===== config.mk =====
export PLATFORM = sky130hd
export DESIGN_NAME = boot_image_loader_flat
export DESIGN_NICKNAME = d
export VERILOG_FILES = /design/src/rtl/boot_image_loader_pkg.sv /design/src/rtl/boot_image_loader_if.sv /design/src/rtl/boot_image_loader_word_packer.sv /design/src/rtl/boot_image_loader.sv /design/src/flat_wrapper.sv
export SDC_FILE = /design/constraint.sdc
export NUM_CORES = 1
export LEC_CHECK = 0
export BUFFER_PORTS_ARGS = -buffer_cell sky130_fd_sc_hd__buf_2
export CAP_MARGIN = 20
export CORE_MARGIN = 2
export CORE_UTILIZATION = 56
export CTS_BUF_LIST = sky130_fd_sc_hd__clkbuf_2
export DETAILED_ROUTE_END_ITERATION = 7
export HOLD_SLACK_MARGIN = 0.12
export PLACE_DENSITY = 0.84
export SYNTH_ARGS = -nofsm -noshare
export SYNTH_HDL_FRONTEND = slang
export SYNTH_SLANG_ARGS = --single-unit

===== constraint.sdc =====
create_clock -name gclk -period 2.7 [get_ports gclk]
set_input_delay 0.54 -clock gclk [delete_from_list [all_inputs] [get_ports gclk]]
set_output_delay 0.54 -clock gclk [all_outputs]
set_load 0.05 [all_outputs]

===== src/rtl/boot_image_loader_pkg.sv =====
// Shared state encoding and byte width for the boot image loader.
// Optional checksum trailer is enabled by defining BOOT_CHECKSUM_EN (undefined by default).
package boot_image_loader_pkg;

    localparam int BOOT_BYTE_WIDTH = 8;

    typedef enum logic [3:0] {
        S_LEN_HI  = 4'd0,
        S_LEN_LO  = 4'd1,
        S_DAT_HI  = 4'd2,
        S_DAT_LO  = 4'd3,
        S_CHK_HI  = 4'd4,
        S_CHK_LO  = 4'd5,
        S_RELEASE = 4'd6,
        S_RUN     = 4'd7,
        S_ERROR   = 4'd8
    } boot_state_t;

    function automatic logic state_takes_input(input boot_state_t s);
        return (s == S_LEN_HI) || (s == S_LEN_LO) || (s == S_DAT_HI) ||
               (s == S_DAT_LO) || (s == S_CHK_HI) || (s == S_CHK_LO);
    endfunction

endpackage


===== src/rtl/boot_image_loader_if.sv =====
// Byte-stream input and RAM write port of the boot loader.
// master = loader side, slave = stream source / RAM side.
interface boot_image_loader_if #(
    parameter int WORD_WIDTH = 16,
    parameter int ADDR_WIDTH = 16
);
    logic [7:0]            InByte;
    logic                  InValid;
    logic                  InReady;
    logic                  RamWriteEnable;
    logic [ADDR_WIDTH-1:0] RamWriteAddr;
    logic [WORD_WIDTH-1:0] RamWriteData;

    modport master (
        input  InByte, InValid,
        output InReady, RamWriteEnable, RamWriteAddr, RamWriteData
    );

    modport slave (
        output InByte, InValid,
        input  InReady, RamWriteEnable, RamWriteAddr, RamWriteData
    );
endinterface


===== src/rtl/boot_image_loader_word_packer.sv =====
// Latches the high byte, registers {hi,lo} on the low byte and raises a one-cycle write strobe.
// Latency: strobe and data appear one cycle after lo_take; no backpressure (follows the FSM).
module boot_word_packer
    import boot_image_loader_pkg::*;
(
    input  logic                          clk,
    input  logic                          rst,
    input  logic                          hi_take,
    input  logic                          lo_take,
    input  logic [BOOT_BYTE_WIDTH-1:0]    byte_in,
    output logic [BOOT_BYTE_WIDTH-1:0]    hi_byte,
    output logic                          write_en,
    output logic [2*BOOT_BYTE_WIDTH-1:0]  write_data
);

    always_ff @(posedge clk) begin
        if (rst) begin
            hi_byte    <= '0;
            write_en   <= 1'b0;
            write_data <= '0;
        end else begin
            write_en <= lo_take;
            if (hi_take) begin
                hi_byte <= byte_in;
            end
            if (lo_take) begin
                write_data <= {hi_byte, byte_in};
            end
        end
    end

endmodule


===== src/rtl/boot_image_loader.sv =====
// Boot loader: unpacks a length-prefixed byte stream into RAM words, then releases the core.
// Optional XOR checksum trailer when BOOT_CHECKSUM_EN is defined; InReady is registered from state.
module boot_image_loader
    import boot_image_loader_pkg::*;
#(
    parameter int          WORD_WIDTH = 16,
    parameter int          ADDR_WIDTH = 16,
    parameter int unsigned BASE_ADDR  = 0
)
(
    input  logic                  gclk,
    input  logic                  PowerOn,
    boot_image_loader_if.master   bus,
    output logic                  CoreReset,
    output logic                  Done,
    output logic                  Error,
    output logic [ADDR_WIDTH-1:0] WordCount
);

    localparam logic [ADDR_WIDTH-1:0] BASE  = ADDR_WIDTH'(BASE_ADDR);
    // Largest image that fits between BASE and the top of the address space.
    localparam logic [32:0]           LIMIT = (33'd1 << ADDR_WIDTH) - 33'(BASE_ADDR);

    boot_state_t state_q, state_d;
    logic        ready_q;
    logic        accept;
    logic        hi_take, lo_take;
    logic [7:0]  hi_byte;
    logic        pk_we;
    logic [15:0] pk_data;
    logic [15:0] len_q;
    logic [15:0] byte_pair;
    logic        last_word;
`ifdef BOOT_CHECKSUM_EN
    logic [15:0] csum_q;
`endif

    assign accept    = bus.InValid && ready_q;
    assign byte_pair = {hi_byte, bus.InByte};
    assign last_word = (33'(WordCount) + 33'd1) == 33'(len_q);

    boot_word_packer u_packer (
        .clk        (gclk),
        .rst        (PowerOn),
        .hi_take    (hi_take),
        .lo_take    (lo_take),
        .byte_in    (bus.InByte),
        .hi_byte    (hi_byte),
        .write_en   (pk_we),
        .write_data (pk_data)
    );

    always_comb begin
        state_d = state_q;
        hi_take = 1'b0;
        lo_take = 1'b0;
        case (state_q)
            S_LEN_HI: if (accept) begin
                hi_take = 1'b1;
                state_d = S_LEN_LO;
            end
            S_LEN_LO: if (accept) begin
                if (33'(byte_pair) > LIMIT) begin
                    state_d = S_ERROR;
                end else if (byte_pair == 16'd0) begin
`ifdef BOOT_CHECKSUM_EN
                    state_d = S_CHK_HI;
`else
                    state_d = S_RELEASE;
`endif
                end else begin
                    state_d = S_DAT_HI;
                end
            end
            S_DAT_HI: if (accept) begin
                hi_take = 1'b1;
                state_d = S_DAT_LO;
            end
            S_DAT_LO: if (accept) begin
                lo_take = 1'b1;
                if (last_word) begin
`ifdef BOOT_CHECKSUM_EN
                    state_d = S_CHK_HI;
`else
                    state_d = S_RELEASE;
`endif
                end else begin
                    state_d = S_DAT_HI;
                end
            end
`ifdef BOOT_CHECKSUM_EN
            S_CHK_HI: if (accept) begin
                hi_take = 1'b1;
                state_d = S_CHK_LO;
            end
            S_CHK_LO: if (accept) begin
                state_d = (byte_pair == csum_q) ? S_RELEASE : S_ERROR;
            end
`endif
            S_RELEASE: state_d = S_RUN;
            S_RUN:     state_d = S_RUN;
            S_ERROR:   state_d = S_ERROR;
            default:   state_d = S_ERROR;
        endcase
    end

    always_ff @(posedge gclk) begin
        if (PowerOn) begin
            state_q   <= S_LEN_HI;
            ready_q   <= 1'b0;
            len_q     <= '0;
            WordCount <= '0;
            CoreReset <= 1'b1;
            Done      <= 1'b0;
            Error     <= 1'b0;
        end else begin
            state_q   <= state_d;
            ready_q   <= state_takes_input(state_d);
            CoreReset <= (state_d != S_RUN);
            Done      <= (state_d == S_RUN);
            Error     <= (state_d == S_ERROR);
            if (state_q == S_LEN_LO && accept) begin
                len_q <= byte_pair;
            end
            if (pk_we) begin
                WordCount <= WordCount + 1'b1;
            end
        end
    end

`ifdef BOOT_CHECKSUM_EN
    always_ff @(posedge gclk) begin
        if (PowerOn) begin
            csum_q <= '0;
        end else if (lo_take) begin
            csum_q <= csum_q ^ byte_pair;
        end
    end
`endif

    assign bus.InReady        = ready_q;
    assign bus.RamWriteEnable = pk_we;
    assign bus.RamWriteAddr   = BASE + WordCount;
    assign bus.RamWriteData   = WORD_WIDTH'(pk_data);

endmodule


===== src/flat_wrapper.sv =====
// flat-port wrapper written by rule: the top's interface ports become plain ports
module boot_image_loader_flat import boot_image_loader_pkg::*;
#(
    parameter int          WORD_WIDTH = 16,
    parameter int          ADDR_WIDTH = 16,
    parameter int unsigned BASE_ADDR  = 0
)
  (gclk, PowerOn, CoreReset, Done, Error, WordCount, bus_InByte, bus_InValid, bus_InReady, bus_RamWriteEnable, bus_RamWriteAddr, bus_RamWriteData);
  boot_image_loader_if #(.WORD_WIDTH(WORD_WIDTH), .ADDR_WIDTH(ADDR_WIDTH)) bus_i ();
  input  logic gclk;
  input  logic PowerOn;
  output logic CoreReset;
  output logic Done;
  output logic Error;
  output logic [ADDR_WIDTH-1:0] WordCount;
  input wire logic [$bits(bus_i.InByte)-1:0] bus_InByte;
  input wire logic [$bits(bus_i.InValid)-1:0] bus_InValid;
  output wire logic [$bits(bus_i.InReady)-1:0] bus_InReady;
  output wire logic [$bits(bus_i.RamWriteEnable)-1:0] bus_RamWriteEnable;
  output wire logic [$bits(bus_i.RamWriteAddr)-1:0] bus_RamWriteAddr;
  output wire logic [$bits(bus_i.RamWriteData)-1:0] bus_RamWriteData;
  assign bus_i.InByte = bus_InByte;
  assign bus_i.InValid = bus_InValid;
  assign bus_InReady = bus_i.InReady;
  assign bus_RamWriteEnable = bus_i.RamWriteEnable;
  assign bus_RamWriteAddr = bus_i.RamWriteAddr;
  assign bus_RamWriteData = bus_i.RamWriteData;
  boot_image_loader #(.WORD_WIDTH(WORD_WIDTH), .ADDR_WIDTH(ADDR_WIDTH), .BASE_ADDR(BASE_ADDR)) u_core (.gclk(gclk), .PowerOn(PowerOn), .bus(bus_i), .CoreReset(CoreReset), .Done(Done), .Error(Error), .WordCount(WordCount));
endmodule

==> summary.md, run 1 <==
| Metric | Value |
|---|---|
| Final setup viols | 0 |
| Nets@finish | 409 |
| Crit end category | flop |
| Worst reg2reg path depth | 7 |
| Global route overflow | 0 |
| CTS tree | built |
| RSZ-0062 raised after global routing | no |
| CP startpoint kind | flop |
| Row count | 26 |
| Yosys reg bits | 65 |
| Post-CTS Setup Bufs | 0 |
| Syn nets | 365 |
| Antenna cells | 0 |
| CP arrival | ~2800 ps |
| CTS Buffer Depth | 2 |
| Reg2reg start | u_core.WordCount[0] |
| Post-route ant nets | 0 |
| Max_cap viols | 0 |
| Die area | 5960 um^2 |
| Setup_tns | 0 ps |
| Largest net degree at the start of global routing | 32 |
| Placed cell areas | 3250 um^2 |
| Drt via density | 5.45 |
| I/O Buffers | 63 |
| Router iterations before antenna repair | 7 |
| Commonest non-fill, non-tap cell in the layout | dfxtp_1 |
| Crit path max fanout | 9 |
| Pwr Density | 481 nW/um^2 |
| Post-route design area | between 3000 and 4000 um^2 |
| Min Tclk post-route | between 2000 and 2500 ps |
| H-Tree Level Count | 3 |
| Tcrit/Tclk final | 0.867 |
| Worst setup margin | 359 ps |
| Die Height | 77.2 um |
| Post-DP HPWL | 4610 um |
| Lkg Pwr | between 0.0015 and 0.002 uW |
| Root buffer cell | clkbuf_2 |
| R2r setup slk | around 360 ps |
| Hold path start | bus_InByte[2] |
| DR vias | 2569 |
| Worst-path clk slew | 170 ps |
| Relative slew slack | 0.611 |
| Hold path depth | 3 |
| Pre-CTS setup slack | 410 ps |
| Die Wd | 77.2 um |
| Fin. max-slew vios | 0 |
| DRT iter0 DRCs | about 170 |
| Endpoints failing hold | 0 |
| Hold endpoint | u_core.u_packer.write_data[2] |
| Worst hold slack | 307 ps |
| Average wire per standard cell | 13.7 um |
| Syn_area_per_cell | 8.50 um^2 |
| Syn-to-layout area delta | 11.4% |
| Yosys cell types | 38 |
| Core Util, Final | 0.651 |
| Actual slew at the worst max-slew pin | between 500 and 600 ps |
| Worst hold path type | input port to flop |
| Vias in the first global route | approximately 2.3k |
| CTS hold repair buffers | 0 |
| GRT Resource Usage Total | 0.217 |
| CTS buffer count | 9 |
| Clk Latency, worst-skew pair | 490 ps |
| Post-CTS resize count | 0 |
| Status | completed |
| Initial antenna violation count | 0 |
| Peak VDD IR | roughly 0.33 mV |
| Placer Congestion | 0.824 |
| F_max | between 400 and 500 MHz |
| Top Ports | 64 |
| Post-Route WL | 6440 um |
| WP data required | 3150 ps |
| Part of the Yosys area used for sequential elements | 0.434 |
| Initial core utilization | 0.584 |
| Worst Skew | 23.4 ps |
| Kind of critical path | flop to flop |
| Clock sinks | 65 |
| First-pass GRT wire length | 10300 um |
| Most frequent cells in the layout | dfxtp_1 (65), buf_2 (63), nand2_1 (51), nor2_1 (49), mux2i_1 (25) |
| DRC | 0 |
| Mapped cell area | approximately 3000 um^2 |
| Cells after Synth | 353 |
| Yosys warnings | 0 |
| Core Footprint | 5140 um^2 |
| Layout cells sized above 1 | 0.212 |
| Reg2Reg Capture Point | u_core.state_q[2] |
## kinds of logic (layout without fill, tap and decap cells)
| logic type | after synthesis | in the layout | synth area share |
|---|---|---|---|
| AOI/OAI and AO/OA | 37 | 37 | 0.0763 |
| xor gates and xnor gates | 35 | 35 | 0.102 |
| DFF | 65 | 65 | 0.434 |
| muxes | 25 | 25 | 0.0834 |
| and+or+nand+nor | 148 | 148 | 0.227 |
| adders and majority gates | 1 | 1 | 0.00417 |
| buffers and inverters | 42 | 90 | 0.0738 |
## worst max-delay path by stage
| stage | startpoint | endpoint | slack (ps) |
|---|---|---|---|
| CTS | u_core.WordCount[0] | u_core.state_q[2] | 350 |
| detailed placement | u_core.WordCount[0] | u_core.bus.InReady | 410 |
| finish | u_core.WordCount[0] | u_core.state_q[2] | 360 |
| global placement | u_core.WordCount[0] | u_core.bus.InReady | 470 |
| global route | u_core.WordCount[0] | u_core.bus.InReady | 160 |
| floorplan | u_core.WordCount[0] | u_core.state_q[2] | 200 |
## state kept, by name, indices dropped and copies added (netlist names)
register                    flops
u_core.CoreReset                1
u_core.Done                     1
u_core.Error                    1
u_core.WordCount               16
u_core.bus.InReady              1
u_core.len_q                   16
u_core.state_q                  4
u_core.u_packer.hi_byte         8
u_core.u_packer.write_data     16
u_core.u_packer.write_en        1
## routing by layer
metal  GRT usage  part of all wire
met1       0.276              0.46
met2       0.351              0.46
met3      0.0565             0.066
met4      0.0875             0.019
met5           0                 0
## synthesized netlist by cell type (all sizes together)
cell type	count	share of area
nor3	9	0.015
nor3b	2	0.0050
and4bb	1	0.0042
clkbuf	16	0.020
ha	1	0.0042
o21ai	3	0.0050
inv	7	0.0088
or4	1	0.0025
nor4	5	0.013
o2111ai	1	0.0029
a21oi	21	0.035
mux2i	25	0.083
a31oi	3	0.0063
xnor2	16	0.047
o21a	2	0.0050
nand4	8	0.017
a2111oi	2	0.0083
xor2	19	0.055
and2	2	0.0042
nand2b	1	0.0021
or3	3	0.0063
o31ai	2	0.0050
nand3	7	0.013
and3	4	0.0088
a31o	1	0.0029
nor2b	4	0.0083
o41ai	1	0.0029
and4	1	0.0029
nand2	51	0.064
o2bb2ai	1	0.0029
nor2	49	0.061
dfxtp	65	0.43
buf	19	0.045
## metrics by stage
step | total power (uW) | instances
4_1_cts | 1610 | 471
6_report | 1610 | 471
3_5_place_dp | 1090 | 456
3_3_place_gp | 1090 | 456
5_1_grt | 1670 | 471
2_1_floorplan | 1060 | 353
## layout make-up
class                      instances  area (um^2)
clock inverter                     5         47.5
sequential                        65         1300
clock buffer                      10         50.0
timing repair buffer              68          353
inverter                           7         26.3
tap                               70         87.6
multi-input combinational        246         1480
fill                             461         1800
## report_power, final
group / leakage [uW] / total [uW] / internal (uW) / switching (uW)
logic: 0.000938 / 82.0 / 32.3 / 49.7
clock network: 0.0000666 / 542 / 204 / 338
registers: 0.000525 / 986 / 973 / 13.2
## critical path: stages (launching register included)
cell       delay (ps)
dfxtp_1           530
ha_1              290
nand3_2           150
or3_1             390
a2111oi_2         350
o2111ai_1         190
nor4_2            220
a31o_1            180
Note: power is estimated with default switching activity, not from simulation.
==> run 2, diff against run 1 <==
--- a/config.mk
+++ b/config.mk
@@ -7,12 +7,13 @@
 export LEC_CHECK = 0
 export BUFFER_PORTS_ARGS = -buffer_cell sky130_fd_sc_hd__buf_2
 export CAP_MARGIN = 20
-export CORE_MARGIN = 2
+export CORE_MARGIN = 10
 export CORE_UTILIZATION = 56
 export CTS_BUF_LIST = sky130_fd_sc_hd__clkbuf_2
 export DETAILED_ROUTE_END_ITERATION = 7
 export HOLD_SLACK_MARGIN = 0.12
 export PLACE_DENSITY = 0.84
+export SETUP_SLACK_MARGIN = 0.4
 export SYNTH_ARGS = -nofsm -noshare
 export SYNTH_HDL_FRONTEND = slang
 export SYNTH_SLANG_ARGS = --single-unit
==> run 2 against run 1 <==
Against the previous run: routed wire length is 7.7% higher; design area grew 1.6%; cell count increased by 0.42%; die area grew 46%; clock skew grew 1.2 ps; flip-flop and latch count did not move; first-iteration DRC count fell by 50%; power increased by 1.4%; critical path type unchanged; critical endpoint unchanged; largest power group unchanged; highest routed layer unchanged.
==> summary.md, run 2 (synthesis results as in run 1) <==
| Metric | Value |
|---|---|
| Footprint of the multi-input gates | 1500 um^2 (+1.7%) |
| Clk Latency, worst-skew pair | 510 ps (+20 ps) |
| Peak VDD IR | 0.435 mV (+31%) |
| Die area | 8690 um^2 (+46%) |
| H-Tree Level Count | 3 (unchanged) |
| Clock sinks | 65 (unchanged) |
| Max_cap viols | 0 (unchanged) |
| FILL cells | 460 (-0.22%) |
| CTS hold repair buffers | 0 (unchanged) |
| DRT iter0 DRCs | 86 (-50%) |
| Hold path depth | 3 (unchanged) |
| Most frequent cells in the layout | buf_2 (63), dfxtp_1 (62), nand2_1 (51), nor2_1 (49), mux2i_1 (25) |
| Tcrit/Tclk final | 0.819 (-0.0481) |
| Drt via density | 5.36 (-1.8%) |
| Actual slew at the worst max-slew pin | 572 ps (-12.5 ps) |
| Average wire per standard cell | 14.7 um (+7.2%) |
| Final setup viols | 0 (unchanged) |
| Endpoints failing hold | 0 (unchanged) |
| Reg2reg start | u_core.WordCount[0] |
| Core Util, Final | 0.661 (+0.0107) |
| Initial core utilization | 0.584 (unchanged) |
| Core Footprint | 5140 um^2 (unchanged) |
| CTS Buffer Depth | 2 (unchanged) |
| CTS buffer count | 9 (unchanged) |
| Status | completed |
| R2r setup slk | 490 ps (+130 ps) |
| Syn-to-layout area delta | 13.3% |
| GRT Resource Usage Total | 0.165 (-0.0520) |
| Post-route ant nets | 0 (unchanged) |
| Die Height | 93.2 um (+21%) |
| Post-DP HPWL | 5180 um (+13%) |
| Global route overflow | 0 (unchanged) |
| Worst setup margin | 489 ps (+130 ps) |
| Die Wd | 93.2 um (+21%) |
| Placed cell areas | 3240 um^2 (-0.12%) |
| Placer Congestion | 0.859 (+4.2%) |
| Post-Route WL | 6930 um (+7.7%) |
| DRC | 0 (unchanged) |
| Relative slew slack | 0.619 (+0.00834) |
| Hold endpoint | u_core.u_packer.write_data[4] |
| Kind of critical path | flop to flop |
| Register area | 1310 um^2 (+0.67%) |
| Pre-CTS setup slack | 417 ps (+6.40 ps) |
| Worst Skew | 24.6 ps (+1.18 ps) |
| Worst reg2reg path depth | 7 (unchanged) |
| Hold path start | bus_InByte[4] |
| Vias in the first global route | 2460 (+8.5%) |
| Post-route design area | 3400 um^2 (+1.6%) |
| Lkg Pwr | 0.00153 uW (-0.11%) |
| Crit path max fanout | 8 (-1) |
| Commonest non-fill, non-tap cell in the layout | buf_2 |
| Min Tclk post-route | 2210 ps (-130 ps) |
| I/O Buffers | 63 (unchanged) |
| CP arrival | 2680 ps (-110 ps) |
| F_max | 452 MHz (+5.9%) |
| Initial antenna violation count | 0 (unchanged) |
| Layout cells sized above 1 | 0.228 (+0.0163) |
| Worst hold path type | input port to flop |
| Pwr Density | 480 nW/um^2 (-0.25%) |
| CP startpoint kind | flop |
| Root buffer cell | clkbuf_2 |
| First-pass GRT wire length | 11600 um (+12%) |
| Fin. max-slew vios | 0 (unchanged) |
| DR vias | 2533 (-1.4%) |
| Antenna cells | 0 (unchanged) |
| Reg2Reg Capture Point | u_core.state_q[2] |
| WP data required | 3170 ps (+20 ps) |
| Largest net degree at the start of global routing | 47 (+47%) |
| RSZ-0062 raised after global routing | no |
| CTS tree | built |
| Setup_tns | 0 ps (unchanged) |
| Top Ports | 64 (unchanged) |
| Worst-path clk slew | 180 ps (about the same) |
| Crit end category | flop |
| Nets@finish | 410 (+0.24%) |
| Row count | 26 (unchanged) |
| Biggest regs | u_core.WordCount: 16 flops, u_core.len_q: 16 flops, u_core.u_packer.write_data: 16 flops |
| Router iterations before antenna repair | 4 (-3) |
## run 2: area by class of cell
cell class                 instances  area share
inverter                           7     0.00773
tap                               70      0.0258
timing repair buffer              69       0.106
clock inverter                     5      0.0166
clock buffer                      11      0.0162
multi-input combinational        246       0.442
sequential                        65       0.385
## run 2: per-stage QoR
stage | cells | power (uW) | hold slack [ps]
after floorplan | 353 | 1060 | 451
after global placement | 455 | 1080 | 439
after detailed placement | 455 | 1090 | 447
after CTS | 471 | 1650 | 234
after global routing | 473 | 1700 | 228
final | 473 | 1630 | 285
## run 2: repair_timing
item | in CTS | in global routing
resized for setup | 0 | 5
setup endpoints to repair | 0 | 2
buffers inserted | 0 | 2
## run 2: how the worst max path moves through the flow
stage	from	endpoint	slack, ps
after CTS	u_core.WordCount[0]	u_core.state_q[2]	400
after floorplan	u_core.WordCount[0]	u_core.state_q[2]	450
final	u_core.WordCount[0]	u_core.state_q[2]	490
after detailed placement	u_core.WordCount[0]	u_core.bus.InReady	420
after global routing	u_core.WordCount[0]	u_core.bus.InReady	390
after global placement	bus_InByte[0]	u_core.bus.InReady	480
## run 2: critical path, cell delays in order, from the launching register on
cell       delay [ps]
dfxtp_4           430
ha_4              170
nand3_2           120
or3_1             410
a2111oi_4         300
o2111ai_1         200
nor4_2            360
a31o_1            180
## run 2: layer usage
layer  GRT usage  wire length (um)  vias to the layer above
li1            -                 -                     1257
met1       0.182              2900                     1179
met2       0.262              3160                       87
met3      0.0935               770                       10
met4      0.0604                99                        0
met5           0                 0                        -
## run 2: where the power goes
part / internal, uW / switching (uW) / total [uW]
Clock: 217 / 349 / 567
Combinational: 32.4 / 50.0 / 82.4
Sequential: 971 / 13.0 / 984
==> run 3, diff against run 2 <==
==> constraint.sdc (replaced) <==
create_clock -name gclk -period 2.1 [get_ports gclk]
set_input_delay 0.42 -clock gclk [delete_from_list [all_inputs] [get_ports gclk]]
set_output_delay 0.42 -clock gclk [all_outputs]
set_load 0.05 [all_outputs]
==> run 3 against run 2 <==
Against the previous run: first-iteration DRC count increased by 30%; critical endpoint unchanged; power is 18% higher; global-route usage grew 0.69 points; sequential share of layout area shrank 1.9 points; cell count is 0.63% higher; largest cell class unchanged; critical path depth unchanged; design area increased by 6.5%; flip-flop and latch count unchanged; register-to-register slack got worse by 350 ps; highest routed layer unchanged.
==> summary.md, run 3 (synthesis results as in run 1) <==
| Metric | Value |
|---|---|
| CP startpoint kind | flop |
| Max_cap viols | 0 (unchanged) |
| Vias in the first global route | 2486 (+1.1%) |
| Clock sinks | 65 (unchanged) |
| Crit end category | flop |
| Endpoints failing hold | 0 (unchanged) |
| Commonest non-fill, non-tap cell in the layout | dfxtp_1 |
| Hold path depth | 3 (unchanged) |
| Status | completed |
| Hold endpoint | u_core.u_packer.write_data[0] |
| CTS buffer count | 9 (unchanged) |
| Initial antenna violation count | 0 (unchanged) |
| RSZ-0062 raised after global routing | yes |
| WP data required | 2550 ps (-620 ps) |
| Initial core utilization | 0.584 (unchanged) |
| Relative slew slack | 0.682 (+0.0630) |
| CTS hold repair buffers | 0 (unchanged) |
| Register area | 1330 um^2 (+1.2%) |
| GRT Resource Usage Total | 0.172 (+0.00692) |
| Biggest regs | u_core.WordCount: 16 flops, u_core.len_q: 16 flops, u_core.u_packer.write_data: 16 flops |
| DR vias | 2611 (+3.1%) |
| Crit path max-delay cell type | or3_4 |
| Most frequent cells in the layout | dfxtp_1 (51), nand2_1 (50), nor2_1 (47), buf_2 (34), mux2i_1 (25) |
| Cells along the critical path | ha_4 > nand3_4 > or3_4 > a2111oi_4 > o2111ai_2 > nor4_4 > a31o_1 |
| Router iterations before antenna repair | 4 (unchanged) |
| DRT iter0 DRCs | 112 (+30%) |
| Setup_tns | 0 ps (unchanged) |
| Pre-CTS setup slack | 16.0 ps (-401 ps) |
| Crit path max fanout | 3 (-5) |
| Peak VDD IR | 0.395 mV (-9.3%) |
| Worst Skew | 15.3 ps (-9.36 ps) |
| Root buffer cell | clkbuf_2 |
| DRC | 0 (unchanged) |
| F_max | 510 MHz (+13%) |
| CTS Buffer Depth | 2 (unchanged) |
| Placer Congestion | 0.879 (+2.4%) |
| Syn-to-layout area delta | 20.6% |
| Die area | 8690 um^2 (unchanged) |
| Min Tclk post-route | 1960 ps (-250 ps) |
| Tcrit/Tclk final | 0.934 (+0.115) |
| Worst-path clk slew | 160 ps (-20 ps) |
| Clk Latency, worst-skew pair | 500 ps (about the same) |
| Nets@finish | 416 (+1.5%) |
| Worst hold path type | input port to flop |
| Global route overflow | 0 (unchanged) |
| Post-DP HPWL | 5360 um (+3.3%) |
| CP arrival | 2420 ps (-260 ps) |
| Post-route design area | 3620 um^2 (+6.5%) |
| H-Tree Level Count | 3 (unchanged) |
| Worst setup margin | 139 ps (-350 ps) |
| Post-Route WL | 7390 um (+6.5%) |
| Layout cells sized above 1 | 0.286 (+0.0574) |
| Row count | 26 (unchanged) |
| CTS tree | built |
| Lkg Pwr | 0.00157 uW (+3.0%) |
| First-pass GRT wire length | 12100 um (+4.5%) |
| Kind of critical path | flop to flop |
| Drt via density | 5.49 (+2.4%) |
| Final setup viols | 0 (unchanged) |
| Worst setup path start | u_core.WordCount[1] |
| Core Footprint | 5140 um^2 (unchanged) |
| Fin. max-slew vios | 0 (unchanged) |
| Pwr Density | 533 nW/um^2 (+11%) |
| Worst reg2reg path depth | 7 (unchanged) |
| Reg2Reg Capture Point | u_core.state_q[2] |
| R2r setup slk | 140 ps (-350 ps) |
| Die Height | 93.2 um (unchanged) |
| Hold path start | bus_InByte[0] |
| Average wire per standard cell | 15.5 um (+5.9%) |
| Largest net degree at the start of global routing | 47 (unchanged) |
| Reg2reg start | u_core.WordCount[1] |
| Actual slew at the worst max-slew pin | 471 ps (-101 ps) |
| Antenna cells | 0 (unchanged) |
| Top Ports | 64 (unchanged) |
| Placed cell areas | 3350 um^2 (+3.2%) |
| FILL cells | 414 (-10%) |
| I/O Buffers | 63 (unchanged) |
| Die Wd | 93.2 um (unchanged) |
| Footprint of the multi-input gates | 1570 um^2 (+4.5%) |
| Slowest stage delay, CP | 400 ps (-30 ps) |
| Post-route ant nets | 0 (unchanged) |
[run 3: what timing repair did]
action                                  in CTS  in global routing
setup buffers                                3                  0
endpoints found under the setup margin      18                 47
hold endpoints to repair                     0                  0
resized for setup                           20                 41
pin swaps                                    8                  5
[run 3: how the worst max path moves through the flow]
| stage | to | slack [ps] | depth (start not counted) |
|---|---|---|---|
| final | u_core.state_q[2] | 140 | 7 |
| after global routing | u_core.state_q[2] | -6 | 7 |
| after CTS | u_core.bus.InReady | 70 | 7 |
| after detailed placement | u_core.bus.InReady | 20 | 7 |
| after global placement | u_core.bus.InReady | 110 | 7 |
| after floorplan | u_core.bus.InReady | 70 | 7 |
[run 3: where the power goes]
group	total, uW	switching (uW)	internal [uW]	leakage, uW
Sequential	1260	17.7	1250	0.000533
Combinational	114	67.7	46.1	0.000990
Clock	550	409	142	0.0000512
Total	1930	494	1430	0.00157
[run 3: worst max-delay path: cells and delay by family, from the launching register on]
kind | cells | cell delay, ps
AOI/OAI and AO/OA | 3 | 690
and+or+nand+nor | 3 | 670
DFF | 1 | 390
adders and majority gates | 1 | 160
[run 3: area by class of cell]
cell class | count | area share
clock buffer | 11 | 0.0152
clock inverter | 2 | 0.00242
multi-input combinational | 246 | 0.434
inverter | 7 | 0.00726
sequential | 65 | 0.366
timing repair buffer | 75 | 0.150
tap | 70 | 0.0242
[run 3: per-layer routing]
layer  vias to the layer above  part of all wire  track usage
met4                         0             0.018       0.0874
met5                         -                 0            0
li1                       1276                 -            -
met1                      1210              0.44        0.204
met2                       112              0.47        0.273
met3                        13             0.081       0.0568
[run 3: stage by stage]
step | power (uW) | hold slack (ps) | utilization | std cells
CTS | 1940 | 161 | 0.681 | 476
finish | 1930 | 178 | 0.704 | 476
floorplan | 1360 | 451 | - | 353
global placement | 1400 | 439 | 0.651 | 460
global route | 2000 | 182 | 0.704 | 476
detailed placement | 1400 | 446 | 0.651 | 460
